==> src/rtl/riscvssc_imem_arbiter_pkg.sv <==
// Shared constants and types for the dual-port instruction-fetch arbiter.
// Message widths match the vc memory message formats:
//   request  = {type(1), addr(32), len(2), data(32)}
//   response = {type(1), len(2), data(32)}
package riscvssc_imem_arbiter_pkg;

    localparam int unsigned MEM_REQ_MSG_SZ  = 67;
    localparam int unsigned MEM_RESP_MSG_SZ = 35;

    // Default number of requests that may be in flight to memory.
    localparam int unsigned IMEM_ARB_DEPTH = 4;

    // Identifies which fetch port issued a request.
    typedef enum logic {
        PORT0 = 1'b0,
        PORT1 = 1'b1
    } port_id_e;

    // Round-robin pick: a lone requester always wins; under contention the
    // port that did not win last time gets the grant.
    function automatic port_id_e rr_pick(input logic v0, input logic v1,
                                         input port_id_e last);
        if (v0 && v1) begin
            return (last == PORT0) ? PORT1 : PORT0;
        end else if (v1) begin
            return PORT1;
        end
        return PORT0;
    endfunction

endpackage

==> src/rtl/riscvssc_tag_fifo.sv <==
// 1-bit-wide tag FIFO remembering which port owns each outstanding memory
// request. Memory responses come back in order, so the head always names the
// port the next response belongs to.
module riscvssc_tag_fifo
    import riscvssc_imem_arbiter_pkg::*;
#(
    parameter int unsigned p_depth  = IMEM_ARB_DEPTH,
    parameter int unsigned p_ptr_sz = $clog2(p_depth)
) (
    input  logic     clk,
    input  logic     reset,
    input  logic     push_i,
    input  port_id_e push_data_i,
    input  logic     pop_i,
    output logic     full_o,
    output logic     empty_o,
    output port_id_e head_data_o
);

    localparam logic [p_ptr_sz-1:0] PTR_ONE   = p_ptr_sz'(1);
    localparam logic [p_ptr_sz:0]   CNT_ONE   = (p_ptr_sz + 1)'(1);
    localparam logic [p_ptr_sz:0]   CNT_DEPTH = (p_ptr_sz + 1)'(p_depth);

    port_id_e            mem_q [p_depth];
    logic [p_ptr_sz-1:0] head_q, head_d;
    logic [p_ptr_sz-1:0] tail_q, tail_d;
    logic [p_ptr_sz:0]   count_q, count_d;
    logic                push_ok;
    logic                pop_ok;

    assign full_o      = (count_q == CNT_DEPTH);
    assign empty_o     = (count_q == '0);
    assign head_data_o = mem_q[head_q];

    // A push into a full FIFO is refused even when a pop frees a slot in the
    // same cycle; the arbiter never attempts one, this keeps the FIFO safe alone.
    assign push_ok = push_i & ~full_o;
    assign pop_ok  = pop_i & ~empty_o;

    // Next-state for pointers and occupancy.
    always_comb begin
        // NOTE: every output gets a default first so no path leaves one unassigned (no latch).
        head_d  = head_q;
        tail_d  = tail_q;
        count_d = count_q;
        if (push_ok) tail_d = tail_q + PTR_ONE;
        if (pop_ok)  head_d = head_q + PTR_ONE;
        case ({push_ok, pop_ok})
            2'b10:   count_d = count_q + CNT_ONE;
            2'b01:   count_d = count_q - CNT_ONE;
            default: count_d = count_q;
        endcase
    end

    // Pointer and occupancy registers.
    always_ff @(posedge clk or posedge reset) begin
        // NOTE: non-blocking assignments so every register samples pre-edge values.
        if (reset) begin
            head_q  <= '0;
            tail_q  <= '0;
            count_q <= '0;
        end else begin
            head_q  <= head_d;
            tail_q  <= tail_d;
            count_q <= count_d;
        end
    end

    // Tag storage write port.
    always_ff @(posedge clk) begin
        // NOTE: storage is not reset; only entries below count are ever read.
        if (push_ok) mem_q[tail_q] <= push_data_i;
    end

endmodule

==> src/rtl/riscvssc_imem_arbiter.sv <==
// Merges the core's two instruction-fetch ports onto one memory port with
// round-robin arbitration, and routes each in-order response back to the
// port that issued it. Both paths are purely combinational.
module riscvssc_imem_arbiter
    import riscvssc_imem_arbiter_pkg::*;
#(
    parameter int unsigned p_depth  = IMEM_ARB_DEPTH,
    parameter int unsigned p_ptr_sz = $clog2(p_depth)
) (
    input  logic                       clk,
    input  logic                       reset,

    input  logic [MEM_REQ_MSG_SZ-1:0]  imemreq0_msg,
    input  logic                       imemreq0_val,
    output logic                       imemreq0_rdy,
    output logic [MEM_RESP_MSG_SZ-1:0] imemresp0_msg,
    output logic                       imemresp0_val,

    input  logic [MEM_REQ_MSG_SZ-1:0]  imemreq1_msg,
    input  logic                       imemreq1_val,
    output logic                       imemreq1_rdy,
    output logic [MEM_RESP_MSG_SZ-1:0] imemresp1_msg,
    output logic                       imemresp1_val,

    output logic [MEM_REQ_MSG_SZ-1:0]  memreq_msg,
    output logic                       memreq_val,
    input  logic                       memreq_rdy,
    input  logic [MEM_RESP_MSG_SZ-1:0] memresp_msg,
    input  logic                       memresp_val,

    output logic                       err
);

    port_id_e last_grant_q, last_grant_d;
    logic     err_q, err_d;
    port_id_e grant;
    port_id_e head_id;
    logic     full;
    logic     empty;
    logic     fire;
    logic     pop;

    // Request side: the grant never looks at memreq_rdy, so memreq_val does
    // not depend on it either. Outputs are held low while reset is high.
    assign grant      = rr_pick(imemreq0_val, imemreq1_val, last_grant_q);
    assign memreq_val = (imemreq0_val | imemreq1_val) & ~full & ~reset;
    assign memreq_msg = (grant == PORT1) ? imemreq1_msg : imemreq0_msg;
    assign fire       = memreq_val & memreq_rdy;

    assign imemreq0_rdy = fire & (grant == PORT0);
    assign imemreq1_rdy = fire & (grant == PORT1);

    // Response side: the FIFO head names the owner of the incoming response.
    // A response with nothing outstanding is dropped and flagged.
    assign pop           = memresp_val & ~empty & ~reset;
    assign imemresp0_val = pop & (head_id == PORT0);
    assign imemresp1_val = pop & (head_id == PORT1);
    assign imemresp0_msg = memresp_msg;
    assign imemresp1_msg = memresp_msg;
    assign err           = err_q;

    riscvssc_tag_fifo #(
        .p_depth  (p_depth),
        .p_ptr_sz (p_ptr_sz)
    ) u_tag_fifo (
        .clk         (clk),
        .reset       (reset),
        .push_i      (fire),
        .push_data_i (grant),
        .pop_i       (pop),
        .full_o      (full),
        .empty_o     (empty),
        .head_data_o (head_id)
    );

    // Next-state for the round-robin pointer and the sticky error flag.
    always_comb begin
        last_grant_d = fire ? grant : last_grant_q;
        err_d        = err_q | (memresp_val & empty);
    end

    // Arbiter state; last_grant resets to port 1 so port 0 wins first contention.
    always_ff @(posedge clk or posedge reset) begin
        if (reset) begin
            last_grant_q <= PORT1;
            err_q        <= 1'b0;
        end else begin
            last_grant_q <= last_grant_d;
            err_q        <= err_d;
        end
    end

endmodule
==> config.mk <==
export PLATFORM = sky130hd
export DESIGN_NAME = riscvssc_imem_arbiter
export DESIGN_NICKNAME = d
export VERILOG_FILES = /design/src/rtl/riscvssc_imem_arbiter_pkg.sv /design/src/rtl/riscvssc_tag_fifo.sv /design/src/rtl/riscvssc_imem_arbiter.sv
export SDC_FILE = /design/constraint.sdc
export NUM_CORES = 1
export LEC_CHECK = 0
export ABC_CLOCK_PERIOD_IN_PS = 2300
export BUFFER_PORTS_ARGS = -buffer_cell sky130_fd_sc_hd__buf_2
export CAP_MARGIN = 20
export CORE_AREA = 2 2 122 124
export CTS_BUF_LIST = sky130_fd_sc_hd__clkbuf_16
export CTS_CLUSTER_DIAMETER = 80
export DETAILED_ROUTE_END_ITERATION = 10
export DIE_AREA = 0 0 124 126
export GPL_TIMING_DRIVEN = 1
export PLACE_DENSITY = 0.55
export SYNTH_ARGS = -nofsm -noshare
export SYNTH_HDL_FRONTEND = slang
export SYNTH_SLANG_ARGS = --single-unit
==> constraint.sdc <==
create_clock -name clk -period 2.3 [get_ports clk]
set_clock_uncertainty 0.15 [all_clocks]
set_input_delay 0.46 -clock clk [delete_from_list [all_inputs] [get_ports clk]]
set_output_delay 0.46 -clock clk [all_outputs]
set_load 0.005 [all_outputs]
==> load_flow_metrics.sql, run 1 <==
INSERT INTO impl_metrics (metric_group, metric, value, unit) VALUES
('clock_network', 'cts.sink_count', '13', ''),
('detailed_routing', 'dr.first_iter.drc_count', '37', ''),
('global_routing', 'first_global_vias', '1840', ''),
('synth', 'number_of_flops_mapped_to_enable_cells_by_yosys', '4', ''),
('clock_network', 'max-clock-path-buffers', '2', ''),
('synth', 'synth.net_count', '377', ''),
('power_and_ir_drop', 'p_int', '1150', 'uW'),
('die', 'io_pins', '318', ''),
('worst_setup_path', 'critical_setup_path_class', 'reg -> out', ''),
('worst_setup_path', 'cp.arrival', '1.62', 'ns'),
('power_and_ir_drop', 'power.static_leakage', '0.00153', 'uW'),
('synth', 'yosysWarnings', '0', ''),
('worst_setup_path', 'setup.worst_path.end_class', 'output pin', ''),
('synth', 'synth_seq_cells', '13', ''),
('die', 'die_height', '126', 'microns'),
('detailed_routing', 'route.detailed.wl_per_inst', '13.5', 'microns'),
('power_and_ir_drop', 'p_switching', '553', 'uW'),
('finish', 'layout_commonest_cell', 'sky130_fd_sc_hd__buf_2', ''),
('job', 'cap_viol_max_count', '0', ''),
('synth', 'post_synth.cell_area_avg', '10.3', 'sq um'),
('place', 'hpwl', '6550', 'microns'),
('detailed_routing', 'via_count', '1873', ''),
('global_routing', 'grt.overflow.total', '0', ''),
('power_and_ir_drop', 'portion_of_total_power_attributed_to_sequential_cells', '24.3', '%'),
('worst_setup_path', 'critical_path.most_common_cell', 'sky130_fd_sc_hd__buf_12', ''),
('run_status', 'outcome', 'complete, no violations', ''),
('clock_network', 'insertion_delay', '0.24', 'ns'),
('worst_setup_path', 'slowest_delay', '0.37', 'ns'),
('power_and_ir_drop', 'peakVddDrop', '0.000225', 'V'),
('clock_network', 'numCtsBuffers', '3', ''),
('finish', 'flow.area_growth_from_synthesis', '48.1', '%'),
('clock_network', 'cts.reportedPaths.clkPinSlew', '0.04', 'ns'),
('finish', 'design.final.nets', '533', ''),
('synth', 'post_synth_main_area_contributors', 'sky130_fd_sc_hd__mux2_2 39%, sky130_fd_sc_hd__buf_4 26%, sky130_fd_sc_hd__dfrtp_1 10%, sky130_fd_sc_hd__edfxtp_1 6.0%, sky130_fd_sc_hd__ha_1 3.1%', ''),
('power_and_ir_drop', 'power_density', '571', 'nW/um^2'),
('detailed_routing', 'post_drt_via_cell_ratio', '3.49', ''),
('die', 'core-area', '14300', 'sq um'),
('die', 'floorplan.initialDensity', '14.0', '%'),
('finish', 'share_of_layout_cells_above_drive_strength_1', '88.9', '%'),
('sta', 'report.final.hold_viol_count', '0', ''),
('place', 'gp_congestion', '0.785', ''),
('synth', 'post_synth_cell_types', '23', ''),
('finish', 'commonest_non_fill_non_tap_cells_in_the_layout', '212 x sky130_fd_sc_hd__buf_2, 70 x sky130_fd_sc_hd__mux2_2, 14 x sky130_fd_sc_hd__buf_4, 8 x sky130_fd_sc_hd__dfrtp_1', ''),
('clock_network', 'h-tree-depth', '1', ''),
('global_routing', 'track_usage', '8.48', '%'),
('clock_network', 'cts.repair_timing.setup_buffer_count', '0', ''),
('detailed_routing', 'remaining_drc_errors', '0', ''),
('power_and_ir_drop', 'p_comb_share', '56.9', '%'),
('clock_network', 'tritoncts', 'done', ''),
('worst_setup_path', 'cp_max_fo', '18', ''),
('synth', 'postSynth.asyncResetShare', '69.2', '%'),
('sta', 'timing.final.setup_violations', '0', ''),
('finish', 'final_cell_count_no_fill', '536', ''),
('power_and_ir_drop', 'power_switching_share', '32.6', '%'),
('clock_network', 'buffer_type_at_the_clock_tree_root', 'sky130_fd_sc_hd__clkbuf_16', ''),
('worst_setup_path', 'worstSetupStartpointType', 'flop', ''),
('synth', 'synthCells', '196', ''),
('die', 'design.die.area', '15600', 'sq um'),
('finish', 'num-fill-cells', '1617', ''),
('worst_setup_path', 'highest_delay_cell_along_the_critical_path', 'sky130_fd_sc_hd__dfstp_2', ''),
('synth', 'synth.top_cell.area_share', '39.2', '%'),
('sta', 'finalSetupTns', '0', 'ns'),
('sta', 'crit_share_post_route', '97.1', '%'),
('global_routing', 'first_pass_grt_wire_length', '10100', 'microns'),
('die', 'rows', '44', ''),
('synth', 'synth_top_cell_by_area', 'sky130_fd_sc_hd__mux2_2', ''),
('place', 'placed_cells_incl_taps', '531', ''),
('synth', 'seq_area_frac_synth', '17.2', '%'),
('sta', 'fmaxAchievable', '448', 'MHz'),
('sta', 'rel_slew_slack', '76.7', '%'),
('detailed_routing', 'antenna_left', '0', '');
-- power groups by stage --
stage	Sequential [uW]	Clock [uW]	Combinational (uW)
after global placement	419	0	975
after global routing	427	344	1070
final	413	319	967
after CTS	415	328	991
after floorplan	400	0	627
after detailed placement	418	0	985
-- layer usage --
metal  share of wire, %  track usage [%]  vias to the layer above
met5                  0                0                        -
met4               0.78             2.51                        0
met3                8.9             2.13                        4
met2                 52             15.3                      138
met1                 38             9.75                      822
li1                   -                -                      909
-- kinds of logic after synthesis --
kind of cell    count (synthesis)  synth area share (%)
xor+xnor                        6                  2.61
simple gates                   17                  6.16
buf+inv                        81                  28.6
compound gates                  2                 0.934
flops                          13                  17.2
fa+ha+maj                       6                  4.11
mux                            71                  40.3
-- through the flow --
| stage | hold slack (ns) | setup WS (ns) | instance area, sq um | total power, uW | utilization, % |
|---|---|---|---|---|---|
| 2_1_floorplan | 0.137 | 0.0326 | 2010 | 1030 | - |
| 3_3_place_gp | 0.289 | 0.0510 | 2890 | 1390 | 20.2 |
| 3_5_place_dp | 0.298 | 0.0572 | 2890 | 1400 | 20.2 |
| 4_1_cts | 0.107 | 0.0418 | 2970 | 1730 | 20.8 |
| 5_1_grt | 0.133 | 0.00961 | 2980 | 1840 | 20.8 |
| 6_report | 0.0890 | 0.0663 | 2980 | 1700 | 20.8 |
-- path summary, 6_finish.rpt --
check,start,endpoint,slack [ns],depth (start not counted)
min in group clk,err$_DFF_PP0_,err$_DFF_PP0_,0.30,1
max reg2reg,u_tag_fifo.count_q[2]$_DFFE_PP0P_,u_tag_fifo.count_q[2]$_DFFE_PP0P_,0.14,8
min reg2reg,err$_DFF_PP0_,err$_DFF_PP0_,0.30,1
min,reset,u_tag_fifo.head_q[0]$_DFFE_PP0P_,0.09,2
max in group asynchronous,reset,last_grant_q$_DFFE_PP1N_,1.61,2
max,last_grant_q$_DFFE_PP1N_,memreq_msg[4],0.07,5
-- synthesized netlist by cell type (all sizes together), types with 2 or more instances --
library cell  count
nor3              3
xor2              3
and2              6
nor3b             2
edfxtp            4
ha                5
buf              77
dfrtp             8
nor2              3
inv               4
mux2             70
xnor2             3
-- cell type report --
| class | count | area [sq um] | area share (%) |
|---|---|---|---|
| timing repair buffer | 228 | 1210 | 40.5 |
| multi-input combinational | 102 | 1100 | 36.9 |
| sequential | 13 | 347 | 11.6 |
| tap | 184 | 230 | 7.73 |
| clock buffer | 3 | 75.1 | 2.52 |
| inverter | 4 | 15.0 | 0.504 |
| clock inverter | 1 | 3.75 | 0.126 |
| antenna | 1 | 2.50 | 0.0840 |
-- sequential cells by signal (all words and copies together), names as in the netlist --
signal / cells
u_tag_fifo.mem_q: 4
u_tag_fifo.count_q: 3
u_tag_fifo.head_q: 2
u_tag_fifo.tail_q: 2
err: 1
last_grant_q: 1
-- critical path: cells and delay by family, from the launching register on --
| kind | cells | cell delay, ns |
|---|---|---|
| buffers and inverters | 3 | 0.49 |
| flip-flops | 1 | 0.37 |
| multiplexers | 1 | 0.35 |
| AO/OA/AOI/OAI | 1 | 0.16 |
-- repair_timing --
action	4_1_cts	5_1_grt
resized for setup	0	1
setup endpoints to repair	0	1
hold buffers	0	0
(Power assumes the default switching activity.)
==> run 2: changes to the inputs <==
ABC_CLOCK_PERIOD_IN_PS = 2009   (was 2300)
SETUP_SLACK_MARGIN = 0.05   (was unset)
clock period = 2.01 ns   (was 2.3 ns; I/O delays follow)
==> run 2 against run 1 <==
The flow now finishes with violations (negative setup slack). Critical path depth unchanged. Combinational power up 68%. Hold slack better by 0.080 ns. Cell count up 1.5%. Worst setup slack worse by 0.22 ns. Non-clock buffer count up 9. Largest power group unchanged.
==> load_flow_metrics.sql, run 2 (synthesized netlist as in run 1, its figures left out) <==
INSERT INTO impl_metrics (metric_group, metric, value, unit) VALUES
('clock_network', 'tritoncts', 'done', ''),
('detailed_routing', 'route.detailed.wl_per_inst', '15.4', 'microns'),
('die', 'design.die.area', '15600', 'sq um'),
('power_and_ir_drop', 'power.static_leakage', '0.00191', 'uW'),
('die', 'die_height', '126', 'microns'),
('global_routing', 'number_of_antenna_violations_at_the_first_check_in_global_routing', '0', ''),
('sta', 'timing.final.setup_violations', '71', ''),
('sta', 'fmaxAchievable', '463', 'MHz'),
('worst_setup_path', 'crit-reg2reg-launch', 'u_tag_fifo.count_q[2]$_DFFE_PP0P_', ''),
('detailed_routing', 'post_drt_via_cell_ratio', '3.63', ''),
('run_status', 'outcome', 'complete, but fails checks', ''),
('global_routing', 'pin_count_of_the_biggest_net_entering_global_routing', '30', ''),
('worst_setup_path', 'reg2reg_depth', '8', ''),
('power_and_ir_drop', 'p_int', '1690', 'uW'),
('place', 'portBuffers', '212', ''),
('finish', 'flow.area_growth_from_synthesis', '81.8', '%'),
('power_and_ir_drop', 'power_density', '671', 'nW/um^2'),
('global_routing', 'first_global_vias', '1874', ''),
('job', 'cap_viol_max_count', '0', ''),
('clock_network', 'cts.reportedPaths.clkPinSlew', '0.05', 'ns'),
('finish', 'largest_register_ff_count', '4', ''),
('place', 'placed_cells_incl_taps', '526', ''),
('die', 'rows', '44', ''),
('clock_network', 'buffer_type_at_the_clock_tree_root', 'sky130_fd_sc_hd__clkbuf_16', ''),
('die', 'floorplan.initialDensity', '14.0', '%'),
('finish', 'commonest_non_fill_non_tap_cells_in_the_layout', '167 x sky130_fd_sc_hd__buf_2, 51 x sky130_fd_sc_hd__buf_6, 46 x sky130_fd_sc_hd__mux2_4, 24 x sky130_fd_sc_hd__mux2_2, 11 x sky130_fd_sc_hd__buf_4', ''),
('worst_setup_path', 'cp.arrival', '1.61', 'ns'),
('power_and_ir_drop', 'p_switching', '767', 'uW'),
('detailed_routing', 'routed_wl', '8360', 'microns'),
('finish', 'design.final.nets', '542', ''),
('die', 'io_pins', '318', ''),
('power_and_ir_drop', 'power_switching_share', '31.3', '%'),
('sta', 'rel_slew_slack', '75.1', '%'),
('power_and_ir_drop', 'share_clk_of_total_power', '14.8', '%'),
('finish', 'share_of_layout_cells_above_drive_strength_1', '90.3', '%'),
('global_routing', 'grt.overflow.total', '0', ''),
('finish', 'max_flop_register', 'u_tag_fifo.mem_q', ''),
('sta', 'worst_pin_slew', '0.373', 'ns'),
('worst_setup_path', 'cp_max_fo', '7', ''),
('sta', 'setup_slack', '-0.152', 'ns'),
('power_and_ir_drop', 'peakVddDrop', '0.000277', 'V'),
('die', 'core-area', '14300', 'sq um'),
('hold_path', 'holdCritPathClass', 'in -> async', ''),
('worst_setup_path', 'cp-startpoint', 'last_grant_q$_DFFE_PP1N_', ''),
('detailed_routing', 'antenna_left', '0', ''),
('power_and_ir_drop', 'portion_of_total_power_attributed_to_sequential_cells', '19.2', '%'),
('clock_network', 'numCtsBuffers', '3', ''),
('detailed_routing', 'dr.first_iter.drc_count', '61', ''),
('global_routing', 'first_pass_grt_wire_length', '9520', 'microns'),
('sta', 'crit_share_post_route', '108', '%'),
('finish', 'diodes', '0', ''),
('sta', 'min_period', '2.16', 'ns'),
('worst_setup_path', 'critical_setup_path_class', 'reg -> out', ''),
('place', 'hpwl', '5860', 'microns'),
('global_routing', 'track_usage', '7.86', '%'),
('clock_network', 'h-tree-depth', '1', ''),
('clock_network', 'cts.sink_count', '13', ''),
('sta', 'final-max-slew-violation-count', '0', ''),
('clock_network', 'cts_hold_buffers', '0', ''),
('detailed_routing', 'remaining_drc_errors', '0', ''),
('place', 'detailedPlace.worstSlack', '-0.121', 'ns'),
('die', 'die_w', '124', 'microns'),
('worst_setup_path', 'setup.worst_path.end_class', 'output pin', ''),
('finish', 'final_cell_count_no_fill', '544', ''),
('detailed_routing', 'drt_pass1_iterations', '3', ''),
('worst_setup_path', 'critical_path_required', '1.46', 'ns'),
('finish', 'layout_commonest_cell', 'sky130_fd_sc_hd__buf_2', ''),
('clock_network', 'max-clock-path-buffers', '2', ''),
('place', 'gp_congestion', '0.795', ''),
('finish', 'largestRegisters', 'u_tag_fifo.mem_q x4, u_tag_fifo.count_q x3', ''),
('worst_setup_path', 'worstSetupStartpointType', 'flop', ''),
('run_status', 'failing_checks', 'negative setup slack', ''),
('power_and_ir_drop', 'p_comb_share', '66.0', '%'),
('sta', 'report.final.hold_viol_count', '0', ''),
('sta', 'rsz_0062_raised_after_global_routing', 'yes', ''),
('detailed_routing', 'via_count', '1977', ''),
('clock_network', 'insertion_delay', '0.24', 'ns');
## run 2: worst paths after layout
kind,endpoint,slack [ns]
worst min-delay path,u_tag_fifo.count_q[1]$_DFFE_PP0P_,0.17
worst max register to register,u_tag_fifo.count_q[2]$_DFFE_PP0P_,-0.11
worst min register to register,err$_DFF_PP0_,0.31
max in group asynchronous,last_grant_q$_DFFE_PP1N_,1.23
worst max-delay path,memreq_msg[32],-0.15
min in group clk,err$_DFF_PP0_,0.26
## run 2: final cells by class
type                            instances  area (sq um)
Timing Repair Buffer                  237          1690
Clock inverter                          1          3.75
Fill cell                            1567         10700
Tap cell                              184           230
Clock buffer                            3          75.1
Sequential cell                        13           347
Multi-Input combinational cell        102          1300
Inverter                                4          15.0
## run 2: layer usage
metal	vias up	GRT usage (%)	wire [microns]
met2	145	15.6	4780
met5	-	0	0
li1	929	-	-
met1	901	8.59	2890
met3	2	1.54	670
met4	0	1.12	14
## run 2: metrics by stage
stage               cell area [sq um]  power (uW)  utilization [%]  hold slack (ns)  TNS (ns)
floorplan                        2020        1190                -           0.0792    -0.360
global placement                 2870        1590             20.0            0.302     -2.92
detailed placement               2870        1600             20.0            0.310     -3.10
CTS                              3020        2050             21.1            0.181     -7.87
global route                     3650        2630             25.5            0.198    -13.23
finish                           3650        2450             25.5            0.169     -9.15
## run 2: repair_timing
item                       in CTS  in global routing
buffers inserted                5                  1
cloned                          1                  7
resized for setup               3                 98
setup endpoints to repair      73                 73
pin swaps                       3                  1
## run 2: critical path: stages (launching register included)
cell and delay [ns]:
sky130_fd_sc_hd__dfstp_2 0.55, sky130_fd_sc_hd__a21boi_4 0.07, sky130_fd_sc_hd__buf_6 0.14, sky130_fd_sc_hd__clkbuf_16 0.17
sky130_fd_sc_hd__mux2_4 0.31, sky130_fd_sc_hd__buf_6 0.12
## run 2: power groups by stage
stage	clock [uW]	combinational [uW]	sequential [uW]
floorplan	0	728	467
global placement	0	1120	475
detailed placement	0	1130	475
CTS	370	1210	471
global route	394	1750	486
finish	364	1620	470
==> run 3: changes to the inputs <==
BUFFER_PORTS_ARGS = unset   (was -buffer_cell sky130_fd_sc_hd__buf_2)
CORE_AREA = 2 2 124 126   (was 2 2 122 124)
DIE_AREA = 0 0 126 128   (was 0 0 124 126)
DONT_BUFFER_PORTS = 1   (was unset)
MAX_ROUTING_LAYER = met4   (was unset)
PLACE_DENSITY = 0.35   (was 0.55)
==> run 3 against run 2 <==
The flow still finishes with violations (negative setup slack). First-iteration DRC count shrank 57%. Hold slack lost 0.041 ns. Core utilization shrank 11 points. Non-clock buffer count shrank 215. Global-route usage shrank 1.5 points. Critical path depth shrank 1. Count of clock-buffer cells in the layout is the same. Sequential power grew 2%. Clock power grew 1%. Worst setup slack gained 0.11 ns. Flip-flop and latch count is the same. Power shrank 21%. Critical path type unchanged. Largest cell class is now multi-input combinational cells.
==> load_flow_metrics.sql, run 3 (synthesized netlist as in run 1, its figures left out) <==
INSERT INTO impl_metrics (metric_group, metric, value, unit) VALUES
('finish', 'flow.area_growth_from_synthesis', '8.53', '%'),
('die', 'die_w', '126', 'microns'),
('worst_setup_path', 'ff2ff_setup_slack', '-0.02', 'ns'),
('sta', 'setup_slack', '-0.0377', 'ns'),
('finish', 'max_flop_register', 'u_tag_fifo.mem_q', ''),
('global_routing', 'number_of_antenna_violations_at_the_first_check_in_global_routing', '1', ''),
('global_routing', 'track_usage', '6.33', '%'),
('global_routing', 'first_pass_grt_wire_length', '7290', 'microns'),
('worst_setup_path', 'crit_chain', 'a21boi_4 > buf_6 > buf_12 > mux2_2', ''),
('detailed_routing', 'routed_wl', '7010', 'microns'),
('detailed_routing', 'antenna_left', '0', ''),
('sta', 'rsz_0062_raised_after_global_routing', 'yes', ''),
('worst_setup_path', 'critical_path.n_buffers_inverters', '2', ''),
('worst_setup_path', 'critPathTopFamily', 'multiplexers', ''),
('hold_path', 'holdCritPathClass', 'in -> reg', ''),
('place', 'hpwl', '5040', 'microns'),
('worst_setup_path', 'worstSetupStartpointType', 'flop', ''),
('detailed_routing', 'via_count', '1195', ''),
('clock_network', 'cts.reportedPaths.clkPinSlew', '0.04', 'ns'),
('finish', 'num-fill-cells', '1693', ''),
('worst_setup_path', 'cp.arrival', '1.50', 'ns'),
('worst_setup_path', 'slowest_delay', '0.39', 'ns'),
('sta', 'timing.final.setup_violations', '52', ''),
('die', 'design.die.area', '16100', 'sq um'),
('job', 'cap_viol_max_count', '0', ''),
('place', 'placed_cells_incl_taps', '317', ''),
('clock_network', 'cts.sink_count', '13', ''),
('worst_setup_path', 'cp_max_fo', '15', ''),
('die', 'die_height', '128', 'microns'),
('die', 'core-area', '14900', 'sq um'),
('clock_network', 'tritoncts', 'done', ''),
('place', 'portBuffers', '0', ''),
('die', 'floorplan.initialDensity', '13.5', '%'),
('power_and_ir_drop', 'power.static_leakage', '0.000848', 'uW'),
('sta', 'report.final.hold_viol_count', '0', ''),
('finish', 'largest_register_ff_count', '4', ''),
('finish', 'share_of_layout_cells_above_drive_strength_1', '76.6', '%'),
('sta', 'final-max-slew-violation-count', '0', ''),
('clock_network', 'numCtsBuffers', '3', ''),
('finish', 'layout_commonest_cell', 'sky130_fd_sc_hd__mux2_2', ''),
('place', 'gp_congestion', '0.743', ''),
('detailed_routing', 'route.detailed.wl_per_inst', '21.0', 'microns'),
('worst_setup_path', 'critical_setup_path_class', 'reg -> out', ''),
('global_routing', 'grt.overflow.total', '0', ''),
('sta', 'rel_slew_slack', '73.1', '%'),
('detailed_routing', 'remaining_drc_errors', '0', ''),
('finish', 'final_cell_count_no_fill', '334', ''),
('sta', 'min_period', '2.05', 'ns'),
('clock_network', 'max-clock-path-buffers', '2', ''),
('clock_network', 'insertion_delay', '0.24', 'ns'),
('run_status', 'failing_checks', 'negative setup slack', ''),
('finish', 'design.final.nets', '327', ''),
('finish', 'commonest_non_fill_non_tap_cells_in_the_layout', '48 x sky130_fd_sc_hd__mux2_2, 22 x sky130_fd_sc_hd__mux2_4, 11 x sky130_fd_sc_hd__buf_4, 7 x sky130_fd_sc_hd__dfrtp_1, 6 x sky130_fd_sc_hd__clkbuf_16', ''),
('global_routing', 'pin_count_of_the_biggest_net_entering_global_routing', '31', ''),
('sta', 'fmaxAchievable', '488', 'MHz'),
('die', 'rows', '45', ''),
('clock_network', 'buffer_type_at_the_clock_tree_root', 'sky130_fd_sc_hd__clkbuf_16', ''),
('sta', 'finalSetupTns', '-0.903', 'ns'),
('power_and_ir_drop', 'peakVddDrop', '0.000337', 'V'),
('detailed_routing', 'drt_pass1_iterations', '3', ''),
('clock_network', 'h-tree-depth', '1', ''),
('sta', 'crit_share_post_route', '102', '%'),
('sta', 'worst_pin_slew', '0.400', 'ns'),
('worst_setup_path', 'setup.worst_path.end_class', 'output pin', ''),
('worst_setup_path', 'highest_delay_cell_along_the_critical_path', 'sky130_fd_sc_hd__mux2_2', ''),
('run_status', 'outcome', 'complete, but fails checks', ''),
('worst_setup_path', 'critical_path_required', '1.46', 'ns'),
('global_routing', 'first_global_vias', '1109', ''),
('detailed_routing', 'dr.first_iter.drc_count', '26', ''),
('detailed_routing', 'post_drt_via_cell_ratio', '3.58', ''),
('die', 'io_pins', '318', ''),
('power_and_ir_drop', 'power_density', '887', 'nW/um^2'),
('finish', 'largestRegisters', 'u_tag_fifo.mem_q x4, u_tag_fifo.count_q x3', '');
-- run 3: cell types whose count changed in the layout (fill, tap and decap cells not counted), moves of 2 or more --
| cell | change |
|---|---|
| sky130_fd_sc_hd__buf_6 | -46 |
| sky130_fd_sc_hd__clkbuf_16 | -2 |
| sky130_fd_sc_hd__mux2_4 | -24 |
| sky130_fd_sc_hd__buf_2 | -167 |
| sky130_fd_sc_hd__mux2_2 | +24 |
-- run 3: final timing paths --
kind / to / depth (start not counted) / from
worst max-delay path: memreq_msg[38] / 4 / last_grant_q$_DFFE_PP1N_
worst min-delay path: err$_DFF_PP0_ / 1 / memresp_val
worst max register to register: u_tag_fifo.count_q[2]$_DFFE_PP0P_ / 8 / u_tag_fifo.count_q[2]$_DFFE_PP0P_
worst min register to register: u_tag_fifo.head_q[1]$_DFFE_PP0P_ / 1 / u_tag_fifo.head_q[1]$_DFFE_PP0P_
max in group asynchronous: last_grant_q$_DFFE_PP1N_ / 2 / reset
min in group asynchronous: u_tag_fifo.head_q[0]$_DFFE_PP0P_ / 2 / reset
-- run 3: report_power, final --
part / leakage, uW / internal, uW / switching [uW] / total, uW
clock: 0.0000423 / 262 / 106 / 368
sequential: 0.000137 / 382 / 95.8 / 478
combinational: 0.000669 / 631 / 458 / 1090
-- run 3: timing repair --
item / 4_1_cts / 5_1_grt
hold buffers: 1 / 0
gates resized for setup: 7 / 30
setup endpoints to repair: 66 / 73
cloned: 1 / 4
buffers inserted: 4 / 2
pin swaps: 2 / 3
endpoints found under the hold margin: 8 / 0
-- run 3: cell type report --
class	instances	area (sq um)	area share, %
Multi-Input combinational cell	102	1230	56.4
Sequential cell	13	348	15.9
Timing Repair Buffer	22	272	12.4
Tap cell	188	235	10.8
Clock buffer	3	75.1	3.44
Inverter	4	15.0	0.688
Clock inverter	1	3.75	0.172
Antenna cell	1	2.50	0.115
-- run 3: routing by layer --
metal / part of all wire (%) / wire length, microns / GRT usage, %
met5: 0 / 0 / -
met4: 1.3 / 94 / 1.03
met3: 12 / 860 / 2.88
met2: 52 / 3660 / 10.4
met1: 34 / 2390 / 7.26
-- run 3: through the flow --
stage / total power [uW] / setup WS (ns) / cell area (sq um) / utilization, % / hold WS (ns)
final: 1940 / -0.0377 / 2180 / 14.7 / 0.129
after global routing: 2070 / -0.105 / 2180 / 14.7 / 0.124
after CTS: 1780 / -0.0642 / 1970 / 13.2 / 0.125
after detailed placement: 1320 / -0.0894 / 1790 / 12.1 / 0.149
after global placement: 1310 / -0.0170 / 1790 / 12.1 / 0.139
after floorplan: 1190 / -0.180 / 2020 / - / 0.0792
